### src/rtl/pa_sysmap_pkg.sv
// Shared definitions for the sysmap TCIP request bridge.
//   - FSM state encoding used by pa_sysmap_tcipif_req
//   - sysmap register count, default address limit and register byte offsets
//   - sysmap_addr_ok(): alignment/range screen applied to incoming requests
package pa_sysmap_pkg;

    typedef enum logic [1:0] {
        StIdle = 2'b00,
        StReq  = 2'b01,
        StResp = 2'b10
    } sysmap_state_e;

    localparam int unsigned SYSMAP_REG_NUM            = 16;
    localparam logic [15:0] SYSMAP_ADDR_LIMIT_DEFAULT = 16'h0040;

    // Registers come in ADDRn/ATTRn pairs: ADDRn at 8n, ATTRn at 8n+4.
    localparam logic [15:0] SYSMAP_ADDR0 = 16'h0000;
    localparam logic [15:0] SYSMAP_ATTR0 = 16'h0004;
    localparam logic [15:0] SYSMAP_ADDR1 = 16'h0008;
    localparam logic [15:0] SYSMAP_ATTR1 = 16'h000C;
    localparam logic [15:0] SYSMAP_ADDR2 = 16'h0010;
    localparam logic [15:0] SYSMAP_ATTR2 = 16'h0014;
    localparam logic [15:0] SYSMAP_ADDR3 = 16'h0018;
    localparam logic [15:0] SYSMAP_ATTR3 = 16'h001C;
    localparam logic [15:0] SYSMAP_ADDR4 = 16'h0020;
    localparam logic [15:0] SYSMAP_ATTR4 = 16'h0024;
    localparam logic [15:0] SYSMAP_ADDR5 = 16'h0028;
    localparam logic [15:0] SYSMAP_ATTR5 = 16'h002C;
    localparam logic [15:0] SYSMAP_ADDR6 = 16'h0030;
    localparam logic [15:0] SYSMAP_ATTR6 = 16'h0034;
    localparam logic [15:0] SYSMAP_ADDR7 = 16'h0038;
    localparam logic [15:0] SYSMAP_ATTR7 = 16'h003C;

    // A request may reach the sysmap only if word aligned and below the limit.
    function automatic logic sysmap_addr_ok(input logic [15:0] addr, input logic [15:0] limit);
        return (addr[1:0] == 2'b00) && (addr < limit);
    endfunction

endpackage

### src/rtl/pa_sysmap_tcipif_tmo_cnt.sv
// Timeout counter for the sysmap request bridge.
//   clk_i     clock
//   rst_i     synchronous active-high reset
//   clr_i     clear the count to zero (takes priority over inc_i)
//   inc_i     increment the count
//   expire_o  count has reached TIMEOUT-1
module pa_sysmap_tcipif_tmo_cnt #(
    parameter int unsigned TIMEOUT = 16
) (
    input  logic clk_i,
    input  logic rst_i,
    input  logic clr_i,
    input  logic inc_i,
    output logic expire_o
);

    localparam int unsigned CntW = $clog2(TIMEOUT + 1);

    logic [CntW-1:0] cnt_q;

    always_ff @(posedge clk_i) begin
        if (rst_i || clr_i) begin
            cnt_q <= '0;
        end else if (inc_i) begin
            cnt_q <= cnt_q + CntW'(1);
        end
    end

    assign expire_o = (cnt_q == CntW'(TIMEOUT - 1));

endmodule

### src/rtl/pa_sysmap_tcipif_req.sv
// Request-side bridge between the TCIP decoder and the sysmap register block.
// Accepts one access at a time, rejects misaligned/out-of-range offsets without
// touching the sysmap, otherwise drives select until completion or timeout, then
// presents rdata/err on the response channel until accepted.
//   forever_cpuclk / cpurst          clock, synchronous active-high reset
//   tcipif_req_*                      request channel (valid/ready, addr, write, wdata)
//   tcipif_rsp_*                      response channel (valid/ready, rdata, err)
//   tcipif_sysmap_*                   select/addr/write/wdata towards the sysmap
//   sysmap_tcipif_cmplt / _rdata      completion and read data from the sysmap
module pa_sysmap_tcipif_req
    import pa_sysmap_pkg::*;
#(
    parameter int unsigned TIMEOUT    = 16,
    parameter logic [15:0] ADDR_LIMIT = SYSMAP_ADDR_LIMIT_DEFAULT
) (
    input  logic        forever_cpuclk,
    input  logic        cpurst,
    input  logic        tcipif_req_vld,
    output logic        tcipif_req_rdy,
    input  logic [15:0] tcipif_req_addr,
    input  logic        tcipif_req_write,
    input  logic [31:0] tcipif_req_wdata,
    output logic        tcipif_rsp_vld,
    input  logic        tcipif_rsp_rdy,
    output logic [31:0] tcipif_rsp_rdata,
    output logic        tcipif_rsp_err,
    output logic        tcipif_sysmap_sel,
    output logic [15:0] tcipif_sysmap_addr,
    output logic        tcipif_sysmap_write,
    output logic [31:0] tcipif_sysmap_wdata,
    input  logic        sysmap_tcipif_cmplt,
    input  logic [31:0] sysmap_tcipif_rdata
);

    sysmap_state_e state_q;
    logic          req_rdy_q;
    logic          rsp_vld_q;
    logic          rsp_err_q;
    logic [31:0]   rsp_rdata_q;
    logic          sel_q;
    logic [15:0]   addr_q;
    logic          write_q;
    logic [31:0]   wdata_q;

    logic tmo_clr;
    logic tmo_inc;
    logic tmo_expire;

    // Clearing on every accept is harmless for rejected requests and keeps it simple.
    assign tmo_clr = (state_q == StIdle) && tcipif_req_vld;
    assign tmo_inc = (state_q == StReq) && !sysmap_tcipif_cmplt && !tmo_expire;

    pa_sysmap_tcipif_tmo_cnt #(
        .TIMEOUT (TIMEOUT)
    ) u_tmo_cnt (
        .clk_i    (forever_cpuclk),
        .rst_i    (cpurst),
        .clr_i    (tmo_clr),
        .inc_i    (tmo_inc),
        .expire_o (tmo_expire)
    );

    always_ff @(posedge forever_cpuclk) begin
        if (cpurst) begin
            state_q     <= StIdle;
            req_rdy_q   <= 1'b1;
            rsp_vld_q   <= 1'b0;
            rsp_err_q   <= 1'b0;
            rsp_rdata_q <= '0;
            sel_q       <= 1'b0;
            addr_q      <= '0;
            write_q     <= 1'b0;
            wdata_q     <= '0;
        end else begin
            case (state_q)
                StIdle: begin
                    if (tcipif_req_vld) begin
                        addr_q    <= tcipif_req_addr;
                        write_q   <= tcipif_req_write;
                        wdata_q   <= tcipif_req_wdata;
                        req_rdy_q <= 1'b0;
                        if (sysmap_addr_ok(tcipif_req_addr, ADDR_LIMIT)) begin
                            state_q <= StReq;
                            sel_q   <= 1'b1;
                        end else begin
                            state_q     <= StResp;
                            rsp_vld_q   <= 1'b1;
                            rsp_err_q   <= 1'b1;
                            rsp_rdata_q <= '0;
                        end
                    end
                end
                StReq: begin
                    // Completion is checked first so it wins in the timeout cycle.
                    if (sysmap_tcipif_cmplt) begin
                        state_q     <= StResp;
                        sel_q       <= 1'b0;
                        rsp_vld_q   <= 1'b1;
                        rsp_err_q   <= 1'b0;
                        rsp_rdata_q <= write_q ? '0 : sysmap_tcipif_rdata;
                    end else if (tmo_expire) begin
                        state_q     <= StResp;
                        sel_q       <= 1'b0;
                        rsp_vld_q   <= 1'b1;
                        rsp_err_q   <= 1'b1;
                        rsp_rdata_q <= '0;
                    end
                end
                StResp: begin
                    if (tcipif_rsp_rdy) begin
                        state_q   <= StIdle;
                        rsp_vld_q <= 1'b0;
                        req_rdy_q <= 1'b1;
                    end
                end
                default: begin
                    state_q <= StIdle;
                end
            endcase
        end
    end

    assign tcipif_req_rdy      = req_rdy_q;
    assign tcipif_rsp_vld      = rsp_vld_q;
    assign tcipif_rsp_err      = rsp_err_q;
    assign tcipif_rsp_rdata    = rsp_rdata_q;
    assign tcipif_sysmap_sel   = sel_q;
    assign tcipif_sysmap_addr  = addr_q;
    assign tcipif_sysmap_write = write_q;
    assign tcipif_sysmap_wdata = wdata_q;

endmodule

### config.mk
export PLATFORM = sky130hd
export DESIGN_NAME = pa_sysmap_tcipif_req
export DESIGN_NICKNAME = d
export VERILOG_FILES = /design/src/rtl/pa_sysmap_pkg.sv /design/src/rtl/pa_sysmap_tcipif_tmo_cnt.sv /design/src/rtl/pa_sysmap_tcipif_req.sv
export SDC_FILE = /design/constraint.sdc
export NUM_CORES = 1
export LEC_CHECK = 0
export BUFFER_PORTS_ARGS = -buffer_cell sky130_fd_sc_hd__buf_4
export CORE_MARGIN = 2
export CORE_UTILIZATION = 40
export DETAILED_ROUTE_END_ITERATION = 7
export GPL_TIMING_DRIVEN = 1
export HOLD_SLACK_MARGIN = 0.12
export PLACE_DENSITY = 0.75
export SYNTH_ARGS = -nofsm -noshare
export SYNTH_HDL_FRONTEND = slang
export SYNTH_HIERARCHICAL = 1
export SYNTH_SLANG_ARGS = --single-unit
export TNS_END_PERCENT = 100
### constraint.sdc
create_clock -name forever_cpuclk -period 1.9 [get_ports forever_cpuclk]
set_input_delay 0.19 -clock forever_cpuclk [delete_from_list [all_inputs] [get_ports forever_cpuclk]]
set_output_delay 0.19 -clock forever_cpuclk [all_outputs]
set_load 0.1 [all_outputs]
==> out/metrics.yaml, run 1 <==
run_status:
  outcome: "complete, no violations"
critical_path:
  critPathKind: "input port to flop"
  crit_start: "tcipif_req_addr[6]"
  end_kind: "flop"
  reg2reg_from: "u_tmo_cnt/cnt_q[0]$_SDFFE_PP0P_"
  cp-start-kind: "input port"
  arrival_ps: 2180
  cp_max_fo: 8
  crit_required_ps: 2190
timing:
  tightest_slew_ps: 462
  finalSetupTns_ps: 0
  final-setup-viol-count: 0
  fin_crit_ps: 1890
  slew_violations: 0
  skew_ps: 10.5
  hold_viol: 0
  fin_crit_sh_pct: 99.3
  slew_headroom_pct: 69.2
  fmax_ghz: 0.530
run:
  maxCapViolCount: 0
global_route:
  grt_pass1_wl_um: 16900
  grt_pass1_vias: 3428
  grt_use_total_pct: 24.4
  antenna_found_initial: 0
  overflow: 0
  grt_max_degree: 45
cells_and_area:
  utilization_pct: 74.3
  n_fill_cell: 508
  final_layout_size_suffix_gt1_share_pct: 35.4
  multi_input_area_um2: 1320
  most-common-layout-cells: "buf_4 (178), nand2_1 (101), dfxtp_1 (91)"
  final_net_count: 690
  final_common_cell: "buf_4"
  antenna_cells: 0
  final_area_um2: 5800
  area_delta_synth_final_pct: 77.9
  seq_area_um2: 1850
  fin_cells: 709
place:
  port_buffers: 170
  place_area_um2: 4610
  finalWeightedCongestion: 0.783
  dp_cells: 604
  place_hpwl_um: 6570
synth:
  synthSimpleGateAreaFrac_pct: 17.0
  ys_warn_count: 6
  synth_area_leaders: "dfxtp_1 (56%), nand2_1 (12%), a22o_1 (8.6%)"
  synth_adder_area_share_pct: 0.767
  netlist_area_um2: 3260
  synth_edf_count: 0
  synth.area.mux_share_pct: 0.767
  synth_top_family_by_area: "compound AO/OA/AOI/OAI gates"
  synth_cells: 349
  syn_nets: 437
  synthArstFlopShare_pct: 0
  synth_top_flop_cell: "dfxtp_1"
  synth_compound_area_share_pct: 20.3
  yosys.area.top_type: "dfxtp_1"
  avgSynthCellArea_um2: 9.34
  ys_seq_elements: 92
  synth-xor-area-share_pct: 0.269
  ys_seq_area_share_pct: 56.5
  synth_top_area_share_pct: 56.5
  synthDistinctLibCells: 38
clock_network:
  cts_max_path_buffers: 2
  cts_inserted_buffers: 9
  tritoncts: "yes"
  cts_root_buffer: "clkbuf_8"
  clkTransAtPathRegs_ps: 90
  htree_num_levels: 3
  clock_sinks: 92
  clkLatencyLatePin_ps: 350
route:
  drc: 0
  drt.antenna.violating_nets: 0
  wl_per_cell_um: 16.4
  vias_per_cell: 5.01
  wirelength_um: 11600
  dr.pass1.iters: 4
  initialDrtViolationCount: 117
  vias: 3550
floorplan:
  die_h_um: 94.3
  rows: 32
  coreArea_um2: 7810
  dieArea_um2: 8890
  start_util_pct: 41.8
  fp.dieW_um: 94.3
  ioPinCount: 171
power_and_ir_drop:
  finalPower_mw: 4.69
  power_density_nw_per_um2: 808
  p_leak_nw: 2.59
  ir_drop_v: 0.000428
hold_path:
  min_from: "cpurst"
  hold_path.class: "input port to flop"
==> cell families (layout without fill, tap and decap cells) <==
group / after synthesis / after routing
mux: 2 / 2
xor+xnor: 1 / 1
flops: 92 / 92
simple gates: 128 / 128
compound gates: 97 / 97
buf+inv: 27 / 285
fa+ha+maj: 2 / 2
==> path summary, 6_finish.rpt <==
path | to | slack [ps] | cells past startpoint
worst min-delay path | tcipif_sysmap_addr[4]$_SDFFE_PP0P_ | 200 | 2
worst min register to register | tcipif_sysmap_wdata[13]$_SDFFE_PP0P_ | 460 | 2
worst max register to register | tcipif_rsp_rdata[20]$_SDFFE_PP0P_ | 10 | 8
worst max-delay path | tcipif_rsp_rdata[20]$_SDFFE_PP0P_ | 10 | 8
==> cell type report <==
| type | count | area share [%] |
|---|---|---|
| Clock inverter | 5 | 1.45 |
| Inverter | 3 | 0.237 |
| Multi-Input combinational cell | 230 | 22.7 |
| Clock buffer | 11 | 2.44 |
| Timing Repair Buffer | 266 | 39.1 |
| Sequential cell | 92 | 31.8 |
| Tap cell | 102 | 2.20 |
==> per-stage QoR <==
step / setup slack (ps) / hold WS, ps
after floorplan: 79.4 / 287
after global placement: 153 / 406
after detailed placement: 23.0 / 411
after CTS: 15.8 / 188
after global routing: -63.1 / 200
final: 13.5 / 202
==> repair_timing <==
item	4_1_cts	5_1_grt
hold buffers	83	0
resized for setup	0	10
hold endpoints to repair	83	0
setup endpoints to repair	0	44
setup buffers	0	3
==> sequential cells by signal (all words and copies together) (netlist names) <==
name                 count
u_tmo_cnt/cnt_q          5
tcipif_sysmap_sel        1
tcipif_sysmap_addr      16
tcipif_rsp_rdata        32
tcipif_rsp_vld           1
tcipif_sysmap_wdata     32
tcipif_req_rdy           1
state_q                  2
tcipif_rsp_err           1
tcipif_sysmap_write      1
==> worst max-delay path: stages <==
cell and delay [ps]:
dlygate4sd3_1 540, buf_4 150, nor4_4 300, nand4_1 130, buf_4 180, a21oi_4 300
clkbuf_16 230, a22o_1 150
==> cells in the mapped netlist (2+ instances only) <==
library cell    n
dfxtp_1        92
nor3_1          3
nand2_1       101
a22o_1         32
clkbuf_1        9
nand2b_1        3
buf_2          10
a21oi_1        54
inv_1           2
and3_1          2
ha_1            2
nor2_1          7
nor2b_1         2
nor4_2          3
buf_6           4
==> per-layer routing <==
| metal | share of wire [%] | track usage [%] | up-vias |
|---|---|---|---|
| li1 | - | - | 1697 |
| met1 | 41 | 29.2 | 1663 |
| met2 | 49 | 41.5 | 165 |
| met3 | 8.2 | 6.74 | 25 |
| met4 | 2.3 | 9.30 | 0 |
| met5 | 0 | 0 | - |
==> where the power goes <==
part | total (mW) | internal, mW | switching, mW | leakage, nW
sequential | 2.04 | 2.00 | 0.0416 | 0.751
combinational | 1.17 | 0.400 | 0.772 | 1.73
clock | 1.47 | 0.783 | 0.692 | 0.106
total | 4.69 | 3.18 | 1.51 | 2.59
Note: power is estimated with default switching activity, not from simulation.
==> run 2: changes to the inputs <==
- SETUP_SLACK_MARGIN: unset -> 0.5
==> out/metrics.yaml, run 2 (synthesized netlist as in run 1, its figures left out) <==
run_status:
  outcome: "complete, no violations"
critical_path:
  end_kind: "flop"
  critical_path_depth: 8  # unchanged
  cpMostUsedCell: "ha_4"
  cp_max_fo: 16  # +8
  setup.worst_path.end: "tcipif_rsp_rdata[21]$_SDFFE_PP0P_"
  crit_start: "u_tmo_cnt/cnt_q[1]$_SDFFE_PP0P_"
  regToRegSetupSlack_ps: 260  # +240 ps
  r2r-end: "tcipif_rsp_rdata[21]$_SDFFE_PP0P_"
  crit_required_ps: 2140  # -50 ps
  ff2ff_path_depth: 8  # unchanged
  critical_path.top_delay_family: "compound AO/OA/AOI/OAI gates"
  cp_slowest_cell: "dfxtp_4"
  reg2reg_from: "u_tmo_cnt/cnt_q[1]$_SDFFE_PP0P_"
  path_cells: "ha_4, and3_4, ha_4, nor2_2, o21ai_4, a21oi_4, buf_12, a22o_1"
  cp-start-kind: "flop"
  arrival_ps: 1880  # -300 ps
  critical_path_buf_inv_count: 1  # -3
  critPathKind: "flop to flop"
  max_stage_delay_ps: 360  # -180 ps
global_route:
  grt_pass1_wl_um: 16300  # -3.2%
  grt_pass1_vias: 3421  # -0.20%
  antenna_found_initial: 0  # unchanged
  overflow: 0  # unchanged
  grt_max_degree: 42  # -6.7%
  grt_use_total_pct: 23.3  # -1.2 points
place:
  dp_slack_ps: -173  # -196 ps
  dp_cells: 604  # unchanged
  finalWeightedCongestion: 0.797  # +1.9%
  port_buffers: 170  # unchanged
  place_hpwl_um: 6360  # -3.2%
  place_area_um2: 4680  # +1.4%
cells_and_area:
  seq_area_um2: 1850  # +0.47%
  most-common-layout-cells: "buf_4 (178), nand2_1 (101), dfxtp_1 (86)"
  final_layout_size_suffix_gt1_share_pct: 37.8  # +2.4 points
  antenna_cells: 0  # unchanged
  final_area_um2: 5910  # +1.9%
  area_delta_synth_final_pct: 81.3
  multi_input_area_um2: 1380  # +4.5%
  final_common_cell: "buf_4"
  n_fill_cell: 515  # +1.4%
  utilization_pct: 75.7  # +1.4 points
  fin_cells: 715  # +0.85%
  final_net_count: 696  # +0.87%
floorplan:
  dieArea_um2: 8890  # unchanged
  coreArea_um2: 7810  # unchanged
  ioPinCount: 171  # unchanged
  start_util_pct: 41.8  # unchanged
  fp.dieW_um: 94.3  # unchanged
  die_h_um: 94.3  # unchanged
  rows: 32  # unchanged
clock_network:
  tritoncts: "yes"
  clkLatencyLatePin_ps: 340  # about the same
  clkTransAtPathRegs_ps: 90  # about the same
  cts_inserted_buffers: 9  # unchanged
  clock_sinks: 92  # unchanged
  cts_root_buffer: "clkbuf_8"
  htree_num_levels: 3  # unchanged
  cts_max_path_buffers: 2  # unchanged
route:
  drc: 0  # unchanged
  dr.pass1.iters: 7  # +3
  wirelength_um: 10700  # -7.8%
  wl_per_cell_um: 14.9  # -8.6%
  initialDrtViolationCount: 136  # +16%
  drt.antenna.violating_nets: 0  # unchanged
  vias_per_cell: 4.88  # -2.5%
  vias: 3489  # -1.7%
timing:
  rsz0062_at_grt: "true"
  hold_slack_ps: 159  # -43.1 ps
  fin_crit_ps: 1640  # -243 ps
  fmax_ghz: 0.608  # +15%
  slew_headroom_pct: 72.2  # +3.0 points
  tightest_slew_ps: 415  # -46.8 ps
  hold_viol: 0  # unchanged
  fin_crit_sh_pct: 86.5  # -13 points
  fin_ws_ps: 256  # +243 ps
  skew_ps: 7.83  # -2.67 ps
  final-setup-viol-count: 0  # unchanged
  slew_violations: 0  # unchanged
power_and_ir_drop:
  p_leak_nw: 2.63  # +1.7%
  ir_drop_v: 0.000554  # +30%
  power_density_nw_per_um2: 786  # -2.7%
hold_path:
  hold_path.class: "input port to flop"
run:
  maxCapViolCount: 0  # unchanged
==> run 2: cell types whose count changed in the layout (fill, tap and decap cells not counted), moves of 3 or more <==
| cell | previous run | this run |
|---|---|---|
| dfxtp_1 | 91 | 86 |
| nor4_2 | 0 | 3 |
| dfxtp_2 | 0 | 4 |
| buf_6 | 1 | 7 |
| nor4_4 | 3 | 0 |
==> run 2: where the power goes <==
group	total (mW)	switching, mW	internal [mW]
Combinational	1.17	0.763	0.410
Sequential	2.04	0.0409	2.00
Clock	1.44	0.652	0.785
==> run 2: cell type report <==
type / count / area share [%]
flip-flops and latches: 92 / 31.4
clock inverters: 3 / 1.16
well taps: 102 / 2.16
inverters: 3 / 0.317
repair buffers: 271 / 39.2
multi-input cells: 231 / 23.3
clock buffers: 13 / 2.52
==> run 2: tightest hold or removal path: stages <==
cell,delay [ps]
buf_4,120
nand2_1,80
a21oi_1,60
==> run 2: timing repair <==
| item | CTS | global route |
|---|---|---|
| buffers inserted | 11 | 1 |
| endpoints found under the setup margin | 91 | 91 |
| pin swaps | 6 | 6 |
| cloned | 1 | 0 |
| hold buffers | 82 | 0 |
| hold endpoints to repair | 82 | 0 |
| gates resized for setup | 18 | 6 |
==> run 2: through the flow <==
step | TNS [ps] | total power [mW]
CTS | 0 | 4.66
finish | 0 | 4.65
global placement | -2620 | 3.06
global route | 0 | 4.81
floorplan | 0 | 2.76
detailed placement | -4890 | 3.07
==> run 2: worst min path at each step <==
stage / start / end / slack [ps] / cells after the start
floorplan: sysmap_tcipif_cmplt / tcipif_rsp_err$_SDFFE_PP0P_ / 290 / 1
global placement: sysmap_tcipif_rdata[12] / tcipif_rsp_rdata[12]$_SDFFE_PP0P_ / 410 / 2
detailed placement: sysmap_tcipif_rdata[2] / tcipif_rsp_rdata[2]$_SDFFE_PP0P_ / 410 / 2
CTS: tcipif_req_addr[14] / tcipif_sysmap_addr[14]$_SDFFE_PP0P_ / 130 / 3
global route: tcipif_req_addr[14] / tcipif_sysmap_addr[14]$_SDFFE_PP0P_ / 140 / 3
finish: tcipif_req_addr[14] / tcipif_sysmap_addr[14]$_SDFFE_PP0P_ / 160 / 3
==> run 2: per-layer routing <==
layer,wire length (um),up-vias,global-route usage [%],share of wire (%)
li1,-,1710,-,-
met2,5460,142,42.7,51
met1,4290,1621,26.7,40
met5,0,-,0,0
met4,175,0,6.64,1.6
met3,758,16,5.46,7.1
==> run 3: changes to the inputs <==
- CORE_UTILIZATION: 40 -> 48
- PLACE_DENSITY: 0.75 -> 0.84
- SYNTH_HIERARCHICAL: 1 -> unset
- clock period: 1.9 -> 2.1 ns (I/O delays scaled with it)
==> out/metrics.yaml, run 3 <==
power_and_ir_drop:
  power_density_nw_per_um2: 722  # -8.1%
  ir_drop_v: 0.000674  # +22%
  p_leak_nw: 2.60  # -1.2%
global_route:
  grt_util_met3_pct: 8.25  # +2.8 points
  top_usage_layer: "met2"
  grt_pass1_wl_um: 17200  # +5.5%
  grt_use_total_pct: 29.1  # +5.8 points
  grt.met2_usage_pct: 52.7  # +10 points
  grt_pass1_vias: 3560  # +4.1%
  grt_use_met1_pct: 33.5  # +6.8 points
  grt_max_degree: 55  # +31%
  antenna_found_initial: 0  # unchanged
  overflow: 0  # unchanged
hold_path:
  min_from: "tcipif_req_addr[8]"
  hold_path_end: "tcipif_sysmap_addr[8]$_SDFFE_PP0P_"
  hold_depth: 3  # unchanged
  hold_path.class: "input port to flop"
place:
  dp_cells: 582  # -3.6%
  finalWeightedCongestion: 0.749  # -6.0%
  dp_slack_ps: -4.65  # +168 ps
  place_hpwl_um: 6130  # -3.6%
  port_buffers: 170  # unchanged
critical_path:
  critical_path.top_delay_family: "simple AND/OR/NAND/NOR gates"
  critPathKind: "flop to flop"
  critical_path_buf_inv_count: 1  # unchanged
  reg2reg_from: "u_tmo_cnt.cnt_q[1]$_SDFFE_PP0P_"
  end_kind: "flop"
  crit_required_ps: 2310  # +170 ps
  arrival_ps: 1990  # +110 ps
  cp-start-kind: "flop"
  path_cells: "ha_4, and3_4, ha_4, nor4b_4, buf_4, nand4_1, xor2_1, nor3_2"
  cp_max_fo: 3  # -13
  regToRegSetupSlack_ps: 320  # +60 ps
  cpMostUsedCell: "ha_4"
  max_stage_delay_ps: 340  # -20 ps
  ff2ff_path_depth: 8  # unchanged
  cp_slowest_cell: "dfxtp_2"
  r2r-end: "u_tmo_cnt.cnt_q[3]$_SDFFE_PP0P_"
route:
  vias_per_cell: 5.12  # +5.0%
  initialDrtViolationCount: 150  # +10%
  vias: 3540  # +1.5%
  wirelength_um: 11500  # +7.2%
  drc: 0  # unchanged
  drt.antenna.violating_nets: 0  # unchanged
  wl_per_cell_um: 16.6  # +11%
  dr.pass1.iters: 4  # -3
floorplan:
  die_h_um: 87.1  # -7.7%
  ioPinCount: 171  # unchanged
  start_util_pct: 49.3  # +7.5 points
  coreArea_um2: 6720  # -14%
  dieArea_um2: 7580  # -15%
  fp.dieW_um: 87.1  # -7.7%
  rows: 30  # -6.3%
synth:
  ys_seq_area_share_pct: 55.6  # -0.85 points
  synth_edf_count: 0  # unchanged
  synthDistinctLibCells: 37  # -2.6%
  synthTopCellsByCount: "nand2_1 (102), dfxtp_1 (92), a21oi_1 (56), a22o_1 (32), buf_2 (11)"
  syn_nets: 438  # +0.23%
  ys_warn_count: 0  # -6
  synth_top_flop_cell: "dfxtp_1"
  synthArstFlopShare_pct: 0  # unchanged
  synth_area_leaders: "dfxtp_1 (56%), nand2_1 (12%), a21oi_1 (8.5%)"
  synth_cells: 350  # +0.29%
  netlist_area_um2: 3310  # +1.5%
  avgSynthCellArea_um2: 9.46  # +1.2%
  synth_most_common_cell: "nand2_1"
  ys_seq_elements: 92  # unchanged
  synth_top_area_share_pct: 55.6  # -0.85 points
  yosys.area.top_type: "dfxtp_1"
clock_network:
  htree_num_levels: 3  # unchanged
  cts_root_buffer: "clkbuf_8"
  clock_sinks: 92  # unchanged
  clkTransAtPathRegs_ps: 80  # about the same
  cts_max_path_buffers: 2  # unchanged
  tritoncts: "yes"
  cts_inserted_buffers: 9  # unchanged
  clkLatencyLatePin_ps: 340  # about the same
timing:
  fmax_ghz: 0.561  # -7.8%
  fin_ws_ps: 317  # +60.4 ps
  tightest_slew_ps: 584  # +169 ps
  final-setup-viol-count: 0  # unchanged
  slew_headroom_pct: 61.0  # -11 points
  finalSetupTns_ps: 0  # unchanged
  skew_ps: 8.88  # +1.05 ps
  hold_slack_ps: 136  # -22.8 ps
  hold_viol: 0  # unchanged
  rsz0062_at_grt: "true"
  fin_crit_sh_pct: 84.9  # -1.6 points
  fin_crit_ps: 1780  # +140 ps
  slew_violations: 0  # unchanged
cells_and_area:
  final_common_cell: "buf_4"
  most-common-layout-cells: "buf_4 (192), nand2_1 (102), dfxtp_1 (89)"
  antenna_cells: 0  # unchanged
  multi_input_area_um2: 1400  # +1.9%
  area_delta_synth_final_pct: 76.3
  final_layout_size_suffix_gt1_share_pct: 38.5  # +0.61 points
  final_net_count: 694  # -0.29%
  seq_area_um2: 1850  # -0.47%
  fin_cells: 691  # -3.4%
  n_fill_cell: 347  # -33%
run_status:
  outcome: "complete, no violations"
run:
  maxCapViolCount: 0  # unchanged
## run 3: worst max path at each step
stage | cells past startpoint | start | endpoint
2_1_floorplan | 7 | u_tmo_cnt.cnt_q[0]$_SDFFE_PP0P_ | u_tmo_cnt.cnt_q[3]$_SDFFE_PP0P_
3_3_place_gp | 7 | u_tmo_cnt.cnt_q[0]$_SDFFE_PP0P_ | tcipif_rsp_rdata[31]$_SDFFE_PP0P_
3_5_place_dp | 7 | u_tmo_cnt.cnt_q[1]$_SDFFE_PP0P_ | tcipif_rsp_rdata[18]$_SDFFE_PP0P_
4_1_cts | 7 | u_tmo_cnt.cnt_q[1]$_SDFFE_PP0P_ | u_tmo_cnt.cnt_q[1]$_SDFFE_PP0P_
5_1_grt | 8 | u_tmo_cnt.cnt_q[1]$_SDFFE_PP0P_ | u_tmo_cnt.cnt_q[3]$_SDFFE_PP0P_
6_report | 8 | u_tmo_cnt.cnt_q[1]$_SDFFE_PP0P_ | u_tmo_cnt.cnt_q[3]$_SDFFE_PP0P_
## run 3: report_power, final
| part | total, mW | internal [mW] | switching (mW) |
|---|---|---|---|
| combinational | 1.02 | 0.344 | 0.678 |
| sequential | 1.85 | 1.81 | 0.0398 |
| clock | 1.35 | 0.769 | 0.578 |
## run 3: kinds of logic (layout without fill, tap and decap cells)
group | Yosys count | count (layout) | share of synthesized area [%]
simple gates | 124 | 124 | 18.1
compound gates | 97 | 98 | 19.4
xor+xnor | 3 | 3 | 0.794
buf+inv | 31 | 291 | 4.95
mux | 1 | 1 | 0.302
flops | 92 | 92 | 55.6
fa+ha+maj | 2 | 2 | 0.756
## run 3: final cells by class
class	count	area share [%]
clock buffers	13	2.89
clock inverters	3	1.16
inverters	6	0.386
multi-input cells	228	24.1
flip-flops and latches	92	31.6
well taps	80	1.72
repair buffers	269	38.2
## run 3: per-layer routing
layer	vias up	wire [um]
met5	-	0
met4	0	126
met3	16	899
met2	162	5940
met1	1658	4480
li1	1704	-
## run 3: worst min-delay path: stages
cell,delay (ps)
buf_4,120
nand2_1,50
a21oi_1,50
## run 3: stage by stage
step | util (%) | power (mW) | area, um2
3_3_place_gp | 69.1 | 2.73 | 4640
6_report | 86.9 | 4.21 | 5840
4_1_cts | 85.1 | 4.21 | 5720
2_1_floorplan | - | 2.48 | 3340
5_1_grt | 86.9 | 4.37 | 5840
3_5_place_dp | 69.1 | 2.74 | 4640
## run 3: what timing repair did
| action | in CTS | in global routing |
|---|---|---|
| hold buffers | 72 | 0 |
| endpoints found under the setup margin | 62 | 53 |
| endpoints found under the hold margin | 72 | 0 |
| pin swaps | 5 | 7 |
| cloned | 1 | 0 |
| buffers inserted | 9 | 11 |
| resized for setup | 7 | 6 |
